<file path="src/rtl/fetch_buf_unit.sv">
// Fetch stage: owns the PC, issues one request at a time to a variable-latency
// instruction memory, and buffers returned instructions for decode.
module fetch_buf_unit #(
    parameter int ADDR_W   = 16,
    parameter int INST_W   = 16,
    parameter int DEPTH    = 4,
    parameter int PC_INC   = 2,
    parameter int RESET_PC = 0
) (
    input  logic                         clk,
    input  logic                         rst,
    output logic                         imem_req,
    output logic [ADDR_W-1:0]            imem_addr,
    input  logic                         imem_rdy,
    input  logic                         imem_valid,
    input  logic [INST_W-1:0]            imem_data,
    input  logic                         redirect,
    input  logic [ADDR_W-1:0]            redirect_pc,
    input  logic                         halt,
    output logic                         inst_valid,
    output logic [INST_W-1:0]            inst_out,
    output logic [ADDR_W-1:0]            inst_pc,
    output logic [ADDR_W-1:0]            inst_npc,
    input  logic                         inst_ready,
    output logic [$clog2(DEPTH):0]       count,
    output logic                         err
);
    localparam int PW = $clog2(DEPTH);
    localparam int CW = PW + 1;

    logic [ADDR_W-1:0] pc;
    logic [ADDR_W-1:0] req_pc;
    logic              outstanding;
    logic              squash;
    logic [PW-1:0]     wr_ptr;
    logic [PW-1:0]     rd_ptr;
    logic [CW-1:0]     cnt;
    logic [INST_W-1:0] buf_inst [DEPTH];
    logic [ADDR_W-1:0] buf_pc   [DEPTH];

    logic              full;
    logic              accept;
    logic              push;
    logic              pop;
    logic              carry;
    logic [ADDR_W-1:0] pc_next;
    logic              misalign;
    logic [ADDR_W-1:0] head_pc;

    assign full      = (cnt == CW'(DEPTH));
    assign imem_req  = !rst && !halt && !redirect && !outstanding && !full;
    assign imem_addr = pc;
    assign accept    = imem_req && imem_rdy;
    // A response is only kept if it belongs to the live stream
    assign push      = imem_valid && outstanding && !squash && !redirect;
    assign pop       = inst_valid && inst_ready && !redirect;
    assign {carry, pc_next} = {1'b0, pc} + (ADDR_W + 1)'(PC_INC);
    assign misalign  = |(redirect_pc & ADDR_W'(PC_INC - 1));

    assign inst_valid = (cnt != '0);
    assign count      = cnt;
    assign head_pc    = buf_pc[rd_ptr];
    assign inst_out   = inst_valid ? buf_inst[rd_ptr] : '0;
    assign inst_pc    = inst_valid ? head_pc : '0;
    assign inst_npc   = inst_valid ? head_pc + ADDR_W'(PC_INC) : '0;

    // Buffer storage; contents are never observed while the slot is empty
    always_ff @(posedge clk) begin
        if (push) begin
            buf_inst[wr_ptr] <= imem_data;
            buf_pc[wr_ptr]   <= req_pc;
        end
    end

    // Buffer pointers and occupancy; redirect flushes everything
    always_ff @(posedge clk or posedge rst) begin
        if (rst) begin
            wr_ptr <= '0;
            rd_ptr <= '0;
            cnt    <= '0;
        end else if (redirect) begin
            wr_ptr <= '0;
            rd_ptr <= '0;
            cnt    <= '0;
        end else begin
            if (push) wr_ptr <= wr_ptr + 1'b1;
            if (pop)  rd_ptr <= rd_ptr + 1'b1;
            cnt <= cnt + CW'(push) - CW'(pop);
        end
    end

    // PC, request tracking and squash of a response from a flushed stream
    always_ff @(posedge clk or posedge rst) begin
        if (rst) begin
            pc          <= ADDR_W'(RESET_PC);
            req_pc      <= '0;
            outstanding <= 1'b0;
            squash      <= 1'b0;
        end else begin
            if (redirect)    pc <= redirect_pc;
            else if (accept) pc <= pc_next;
            if (accept) req_pc <= pc;
            if (imem_valid) begin
                outstanding <= 1'b0;
                squash      <= 1'b0;
            end else if (redirect && outstanding) begin
                squash <= 1'b1;
            end
            if (accept) outstanding <= 1'b1;
        end
    end

    // Sticky error: PC wrap, unexpected response, misaligned target
    always_ff @(posedge clk or posedge rst) begin
        if (rst) begin
            err <= 1'b0;
        end else if ((imem_valid && !outstanding) ||
                     (accept && carry) ||
                     (redirect && misalign)) begin
            err <= 1'b1;
        end
    end
endmodule

</file>
<file path="config.mk">
export PLATFORM = sky130hd
export DESIGN_NAME = fetch_buf_unit
export DESIGN_NICKNAME = d
export VERILOG_FILES = /design/src/rtl/fetch_buf_unit.sv
export SDC_FILE = /design/constraint.sdc
export NUM_CORES = 1
export LEC_CHECK = 0
export CORE_ASPECT_RATIO = 1.1
export CORE_UTILIZATION = 53
export DETAILED_ROUTE_END_ITERATION = 7
export GPL_TIMING_DRIVEN = 0
export PLACE_DENSITY_LB_ADDON = 0.05
export SETUP_SLACK_MARGIN = 0.4
export SYNTH_ARGS = -nofsm -noshare
export SYNTH_HDL_FRONTEND = slang
export SYNTH_SLANG_ARGS = --single-unit
</file>
<file path="constraint.sdc">
create_clock -name clk -period 8.8 [get_ports clk]
set_input_delay 1.76 -clock clk [delete_from_list [all_inputs] [get_ports clk]]
set_output_delay 1.76 -clock clk [all_outputs]
set_load 0.02 [all_outputs]
</file>
==> impl_metrics.ini <==
[run_status]
status = completed

[timing]
fmax_mhz = 182
skew_ns = 0.0103
fin_crit_sh_pct = 62.5
max_slew.worst_pin.slew_ns = 1.31
rsz0062_at_grt = no
maxSlewHeadroom_pct = 11.8
final.setup.tns_ns = 0
finalCriticalPeriod_ns = 5.50
finalSetupViolCount = 0
finalMaxSlewViolations = 0
hold_viol = 0

[routing]
num_vias = 4478
drt_wl_total_um = 15600
antenna_left = 0
drt_first_iter_violations = 302
via_per_inst = 5.49
dr.pass1.iters = 5
route.detailed.wl_per_inst_um = 19.2
drc = 0

[logic_synthesis]
yosysUniqueCellTypes = 51
ys_seq_area_share_pct = 67.0
syn_inst = 492
syn_area_mm2 = 0.00731
synth_warnings = 0
ys_seq_elements = 170
syn_area_per_cell_um2 = 14.9
async_flop_share_pct = 24.7
synth_nets = 540
ys.flop_type = edfxtp_1
synth_edf_count = 128

[min_path]
hold_depth = 2
hold_path_class = flop to flop

[setup_path]
start_kind = flop
worstPathMaxFanout = 10
cp_data_required_time_ns = 7.04
critPathKind = flop to primary output
arrival_ns = 3.74
rr_worst_depth = 11
endpoint_kind = primary output

[die]
num_rows = 44
start_util_pct = 54.9
dieArea_mm2 = 0.0143
die_h_um = 125
boundaryPins = 109
core_mm2 = 0.0133
die_w_um = 114

[placement]
dpl_cell_area_mm2 = 0.00863
io_buffers = 108
hpwl_um = 10400
placed_cells = 784
gp_congestion = 0.905

[final_layout]
n_antenna_cell = 0
finalNonFillerCells = 816
register_area_mm2 = 0.00489
fin_nets = 667
finalInstanceArea_mm2 = 0.00918
drive_above_1_share_pct = 12.8
nFillCells = 956
multi_input_area_mm2 = 0.00225
syn_to_final_growth_pct = 25.5

[clock_tree]
htreeDepth = 4
clock-sinks = 170
cts_tree = built
clockBufferDepth = 2
clk_latency_ns = 0.42
cts_made_buffers = 17
post_cts_buffers = 0
clockRootBuffer = clkbuf_16
cts_resized = 0
cts_hold_buf = 0
clk_pin_slew_ns = 0.06

[power_and_ir_drop]
power.leakage_nw = 3.24
power.total_w = 0.00246
ir_worst_vdd_mv = 0.144
p_per_area_mw_per_mm2 = 268

[run]
maxCapViolCount = 0

[global_routing]
gr-total-overflow = 0
grt_max_degree = 43
grt_usage_pct = 23.8
grt_first_pass_wirelength_um = 25200
grt_pass1_vias = 4657
grt_antenna_before_repair = 0
-- state kept, by name (all words and copies together) (netlist names) --
register and count:
rd_ptr 2, err 1, buf_inst 64, imem_addr 16, outstanding 1, req_pc 16
squash 1, buf_pc 64, wr_ptr 2, count 3
-- power breakdown --
part / total (W) / switching, W / internal, W / leakage, nW
combinational: 0.000779 / 0.000415 / 0.000364 / 1.29
sequential: 0.000997 / 0.0000590 / 0.000938 / 1.69
clock: 0.000686 / 0.000299 / 0.000387 / 0.258
total: 0.00246 / 0.000773 / 0.00169 / 3.24
-- routing by layer --
layer / GRT usage, % / vias to the layer above / part of all wire [%]
met5: 0 / - / 0
met2: 39.6 / 136 / 52
met4: 6.26 / 0 / 0.96
li1: - / 2074 / -
met1: 32.0 / 2259 / 43
met3: 5.24 / 9 / 4.4
-- stage by stage --
stage | util, % | setup slack [ns] | hold WS, ns
detailed placement | 64.7 | 3.56 | 0.501
CTS | 68.9 | 3.27 | 0.519
global route | 68.9 | 3.08 | 0.537
floorplan | - | 4.53 | 0.454
finish | 68.9 | 3.30 | 0.516
global placement | 64.7 | 3.59 | 0.471
-- final timing paths --
| path | from | end | slack [ns] |
|---|---|---|---|
| min in group asynchronous | rst | count[0] | 1.88 |
| max in group asynchronous | rst | imem_addr[4] | 6.38 |
| max | rd_ptr[0] | inst_npc[15] | 3.30 |
| min reg2reg | imem_addr[0] | req_pc[0] | 0.52 |
| min | imem_addr[0] | req_pc[0] | 0.52 |
| max reg2reg | count[1] | count[2] | 5.24 |
-- synth_stat cells, drive strengths merged, types with 2 or more instances --
cell / n / area [um^2]
edfxtp: 128 / 3840
nand2: 70 / 263
dfrtp: 42 / 1050
and2: 40 / 251
mux4: 32 / 724
nor2: 32 / 120
o21ai: 17 / 85.1
nand3: 15 / 87.6
clkbuf: 14 / 52.6
buf: 11 / 82.6
inv: 10 / 37.5
xnor2: 9 / 78.8
ha: 8 / 100
xor2: 8 / 70.1
nand4: 6 / 52.6
a21oi: 5 / 25.0
o311ai: 5 / 43.8
o211ai: 4 / 30.0
mux2i: 3 / 30.0
nor2b: 3 / 18.8
nor3: 3 / 15.0
or3b: 3 / 26.3
a32oi: 2 / 17.5
and3: 2 / 12.5
mux2: 2 / 22.5
nand2b: 2 / 12.5
nand3b: 2 / 15.0
nor4: 2 / 12.5
nor4b: 2 / 38.8
-- logic make-up (layout without fill, tap and decap cells) --
group / count (synthesis) / count (layout) / synth area share, %
AOI/OAI and AO/OA: 39 / 39 / 3.39
adders and majority gates: 9 / 9 / 1.64
buffers and inverters: 35 / 175 / 2.36
muxes: 37 / 37 / 10.6
xor gates and xnor gates: 17 / 17 / 2.04
and+or+nand+nor: 185 / 185 / 13.0
DFF: 170 / 170 / 67.0
-- worst max-delay path, stage by stage, from the launching register on --
cell and delay [ns]:
dfrtp_1 0.38, buf_6 0.16, buf_12 0.15, mux4_2 0.45, ha_1 0.30, nand2_1 0.08
o22ai_1 0.34, nor4b_4 0.32, or3b_1 0.37, a21oi_1 0.14, clkdlybuf4s50_1 0.62
-- layout make-up --
class	instances	area share, %
flip-flops and latches	170	53.3
inverters	10	0.409
repair buffers	108	11.8
well taps	184	2.51
clock buffers	17	4.64
plain buffers	25	1.47
multi-input cells	287	24.5
clock inverters	15	1.36
-- placed cells by master (no fill, tap or decap), types with 8 or more instances in the layout --
master,netlist,routed
edfxtp_1,128,128
clkdlybuf4s50_1,0,108
nand2_1,70,70
dfrtp_1,42,42
and2_1,39,35
nor2_1,32,32
mux4_2,31,31
clkbuf_16,0,17
clkbuf_1,14,14
nand3_1,14,14
o21ai_0,12,12
inv_1,10,9
xnor2_1,9,9
xor2_1,8,8
ha_1,8,8
Note: power is estimated with default switching activity, not from simulation.
==> RTL edit 1, RTL diff (same flow settings) <==
Register the output `count` once more; this adds one clock of latency there. The other outputs are not delayed to match.
--- a/src/rtl/fetch_buf_unit.sv
+++ b/src/rtl/fetch_buf_unit.sv
@@ -60,3 +60,5 @@
     assign inst_valid = (cnt != '0);
-    assign count      = cnt;
+    always_ff @(posedge clk) begin
+        count <= cnt;
+    end
     assign head_pc    = buf_pc[rd_ptr];
Function: changed (Yosys sat finds a counterexample within 4 cycles, from zero or initial values and one cycle with rst high).
==> RTL edit 1 against the unedited design <==
- core utilization increased by 0.66 points
- clock power increased by 20%
- design area increased by 1.4%
- area after synthesis up 0.36%
- total power increased by 5.1%
- wire length down 8.2%
- via count decreased by 1.6%
- register-to-register slack improved by 0.27 ns
- clock skew is 0.0038 ns lower
- worst setup slack better by 0.28 ns
- fmax rose by 5.3%
- sequential cell count rose by 3
==> RTL edit 1: results <==
group,metric,value,unit
status,status,"finished clean",
finish,num-fill-cells,952,
min_path,hp-class,"reg2reg",
pwr,power_leakage,3.35,nW
route,drt_iter0_markers,313,
global_routing,grt_pass1_wl,23.0,mm
cts,cts_buffers,17,
global_routing,grt_start_max_net_pins,43,
route,wl_met1,6.60,mm
logic_synthesis,synth.area.top_cells,"edfxtp_1 (52%), dfrtp_1 (14%), mux4_2 (7.1%)",
logic_synthesis,synthAdderAreaFrac,1.64,%
logic_synthesis,synth-compound-area-share,2.90,%
critical_path,crit_arrival,3.46,ns
timing,worst_pin_slew,0.894,ns
global_routing,grt_pass1_vias,4498,
placed_design,hpwl,9.48,mm
placed_design,place_inst,779,
cts,cts.reportedPaths.clkPinSlew,0.06,ns
route,via_per_inst,5.43,
logic_synthesis,syn_nets,536,
route,wl_met2,6.96,mm
global_routing,grt.overflow.total,0,
pwr,vdd_drop_max,0.162,mV
logic_synthesis,synth_edf_count,128,
logic_synthesis,synthTopCellsByCount,"edfxtp_1 (128), nand2_1 (66), dfrtp_1 (42)",
placed_design,numPortBuffers,107,
global_routing,use_met3,4.90,%
logic_synthesis,synth_xor_area_share,2.27,%
global_routing,met1_usage,29.7,%
placed_design,place.gp.congestion,0.917,
finish,largestRegisters,"buf_inst: 64 flops, buf_pc: 64 flops",
placed_design,placed_area,8640,um^2
pwr,p_sw,0.743,mW
logic_synthesis,synth_seq_area_share,67.5,%
cts,postCtsHoldBufs,0,
critical_path,cp_max_fo,4,
route,wl_met3,625,um
timing,skew,0.00648,ns
route,vias,4407,
route,top_layer,"met4",
logic_synthesis,synth-async-reset-ratio,24.3,%
logic_synthesis,yosys_warnings,0,
cts,clockBufferDepth,2,
finish,finalNetCount,662,
route,wl_per_cell,17.7,um
logic_synthesis,syn_inst,488,
global_routing,groute.usage.overall,21.6,%
global_routing,grt_util_met2,34.3,%
route,first_pass_iters,4,
logic_synthesis,muxShareOfSynthArea,11.2,%
cts,cts_setup_buffers,0,
logic_synthesis,synth_cell_types,45,
cts,h-tree-depth,4,
finish,drive_gt1_share,11.8,%
global_routing,grt_antenna_before_repair,0,
RTL edit 1: layout make-up:
class                      count  area share [%]
sequential                   173            53.3
multi-input combinational    278            23.6
timing repair buffer         107            11.5
clock buffer                  21            4.73
tap                          184            2.47
clock inverter                11            2.31
buffer                        24            1.55
inverter                      13           0.525
RTL edit 1: final timing paths:
check / to / start / slack (ns) / depth (start not counted)
worst min register to register: count[0] / cnt[0] / 0.45 / 0
worst max register to register: cnt[2] / cnt[1] / 5.51 / 12
max in group asynchronous: req_pc[14] / rst / 6.39 / 2
min in group asynchronous: cnt[1] / rst / 1.86 / 2
worst max-delay path: imem_req / rst / 3.58 / 4
worst min-delay path: count[0] / cnt[0] / 0.45 / 0
RTL edit 1: power groups by stage:
stage | Clock (mW) | Sequential (mW) | Combinational [mW]
final | 0.823 | 1.01 | 0.752
after global placement | 0 | 1.02 | 0.747
after detailed placement | 0 | 1.03 | 0.758
after global routing | 0.864 | 1.02 | 0.808
after floorplan | 0 | 1.02 | 0.429
after CTS | 0.833 | 1.01 | 0.762
RTL edit 1: stage by stage:
step	utilization (%)	total power [mW]	worst slack [ns]
after floorplan	-	1.45	4.45
after global placement	64.6	1.77	3.64
after detailed placement	64.6	1.79	3.61
after CTS	69.5	2.61	3.13
after global routing	69.5	2.69	3.51
final	69.5	2.59	3.58
RTL edit 1: kinds of logic (layout without fill, tap and decap cells):
group / count (synthesis) / after routing
AOI/OAI and AO/OA: 36 / 36
xor gates and xnor gates: 19 / 19
adders and majority gates: 9 / 9
buffers and inverters: 37 / 176
DFF: 173 / 173
muxes: 38 / 38
and+or+nand+nor: 176 / 176
RTL edit 1: critical path, stage by stage:
cell,delay [ns]
clkdlybuf4s50_1,0.43
nor4_1,0.47
and2_1,0.21
clkdlybuf4s50_1,0.60
==> RTL edit 2, RTL diff (config.mk and constraints unchanged) <==
Without the edit above. Set the parameter `INST_W` to 14 (it was 16).
--- a/src/rtl/fetch_buf_unit.sv
+++ b/src/rtl/fetch_buf_unit.sv
@@ -4,3 +4,3 @@
     parameter int ADDR_W   = 16,
-    parameter int INST_W   = 16,
+    parameter int INST_W   = 14,
     parameter int DEPTH    = 4,
Ports: changed (resized imem_data and inst_out); port bits go from 109 to 105. The function was not compared with the original's and may differ.
==> RTL edit 2 against the unedited design <==
- the run now ends with design-rule violations left
- register-to-register slack is essentially flat
- worst setup slack worse by 0.097 ns
- total power grew 3.0%
- design area down 3.5%
- fmax is 1.7% lower
- sequential cell count is 8 lower
- highest routed layer unchanged
- clock power rose by 13%
- area after synthesis fell by 4.4%
- global-route usage decreased by 0.55 points
- largest power group unchanged
- wire length fell by 8.1%
==> RTL edit 2: results <==
group,metric,value,unit
timing,fin_hold_ws,0.491,ns
route,drc,6,
logic_synthesis,synthTopCellsByCount,"edfxtp_1 (120), dfrtp_1 (42), nor2_1 (35)",
logic_synthesis,synth_edf_count,120,
placed_design,numPortBuffers,104,
critical_path,cp_max_fo,6,
route,first_pass_iters,7,
global_routing,groute.usage.overall,23.3,%
finish,largestRegisters,"buf_pc: 64 flops, buf_inst: 56 flops",
finish,finalNetCount,622,
critical_path,slowest_stage,"clkdlybuf4s50_1",
logic_synthesis,synth_most_common_cell,"edfxtp_1",
logic_synthesis,synth.area.top_cells,"edfxtp_1 (52%), dfrtp_1 (15%), mux4_2 (9.7%)",
logic_synthesis,synth_seq_area_share,66.6,%
placed_design,place.gp.congestion,0.882,
pwr,power_leakage,3.09,nW
cts,cts_setup_buffers,0,
global_routing,grt_pass1_wl,23.4,mm
route,routed_wl,14.4,mm
route,drt_iter0_markers,296,
global_routing,grt_pass1_vias,4412,
logic_synthesis,syn_nets,499,
timing,slew_violations,0,
critical_path,critical-path-max-stage-delay,0.70,ns
min_path,hold_end,"squash",
route,vias,4291,
placed_design,hpwl,9.56,mm
critical_path,regToRegSetupSlack,5.23,ns
min_path,worstHoldStart,"squash",
status,violations,"design-rule violations",
timing,skew,0.00696,ns
timing,worst_pin_slew,1.24,ns
status,status,"finished with violations",
logic_synthesis,synth_cell_types,43,
logic_synthesis,synth-async-reset-ratio,25.9,%
finish,num-fill-cells,877,
critical_path,reg2reg_depth,12,
min_path,hp-class,"reg2reg",
pwr,vdd_drop_max,0.220,mV
critical_path,reg2reg_to,"count[2]",
critical_path,crit_arrival,3.84,ns
finish,drive_gt1_share,16.1,%
## RTL edit 2: cell count changes after synthesis, moves of 3 or more
cell      unedited run  this run
nand2_1             70        25
mux2_2               1        18
edfxtp_1           128       120
and2_1              39        33
o21ai_0             12        17
buf_6                1         5
nor4_1               2         6
o21ai_1              5         1
clkbuf_1            14        11
nor2_1              32        35
o311ai_0             3         6
xor2_1               8         5
## RTL edit 2: report_power, final
group,switching [mW],internal (mW),total [mW]
logic,0.402,0.379,0.781
registers,0.0667,0.912,0.979
clock network,0.280,0.496,0.776
total,0.748,1.79,2.54
## RTL edit 2: cell type report
cell class / instances / area, um^2 / share of cell area, %
multi-input cells: 255 / 2150 / 24.2
well taps: 157 / 196 / 2.22
repair buffers: 104 / 1040 / 11.8
plain buffers: 24 / 144 / 1.62
clock buffers: 23 / 478 / 5.40
flip-flops and latches: 162 / 4650 / 52.5
clock inverters: 9 / 153 / 1.72
inverters: 12 / 45.0 / 0.508
## RTL edit 2: worst reg2reg max path: cells and delay by family, from the launching register on
| family | cells | cell delay (ns) |
|---|---|---|
| simple gates | 4 | 1.34 |
| fa+ha+maj | 3 | 0.81 |
| buf+inv | 4 | 0.68 |
| flops | 1 | 0.46 |
| xor+xnor | 1 | 0.16 |
## RTL edit 2: worst max-delay path by stage
stage                   from       end  cells after the start
global route        redirect  imem_req                      4
CTS                 redirect  imem_req                      4
global placement    redirect  imem_req                      4
floorplan           redirect  imem_req                      2
finish              redirect  imem_req                      4
detailed placement  redirect  imem_req                      4
## RTL edit 2: cells by family after synthesis
| kind of cell | after synthesis | synth area share, % |
|---|---|---|
| XOR/XNOR | 15 | 1.88 |
| AND/OR/NAND/NOR | 136 | 9.96 |
| flip-flops | 162 | 66.6 |
| AO/OA/AOI/OAI | 44 | 4.10 |
| adder cells (fa/ha/maj) | 9 | 1.72 |
| multiplexers | 51 | 13.0 |
| buffers and inverters | 36 | 2.70 |
## RTL edit 2: through the flow
| step | std cells | instance area, um^2 | worst slack [ns] | power, mW | util, % |
|---|---|---|---|---|---|
| after floorplan | 453 | 6990 | 4.30 | 1.43 | - |
| after global placement | 714 | 8220 | 3.26 | 1.76 | 64.5 |
| after detailed placement | 714 | 8230 | 3.25 | 1.78 | 64.5 |
| after CTS | 746 | 8860 | 3.24 | 2.56 | 69.5 |
| after global routing | 746 | 8860 | 3.17 | 2.65 | 69.5 |
| final | 746 | 8860 | 3.20 | 2.54 | 69.5 |
## RTL edit 2: routing by layer
layer	global-route usage (%)	vias up	wire (um)
met1	30.8	2197	6310
met4	8.28	0	194
met3	6.02	16	680
met5	0	-	0
li1	-	1964	-
met2	37.9	114	7190
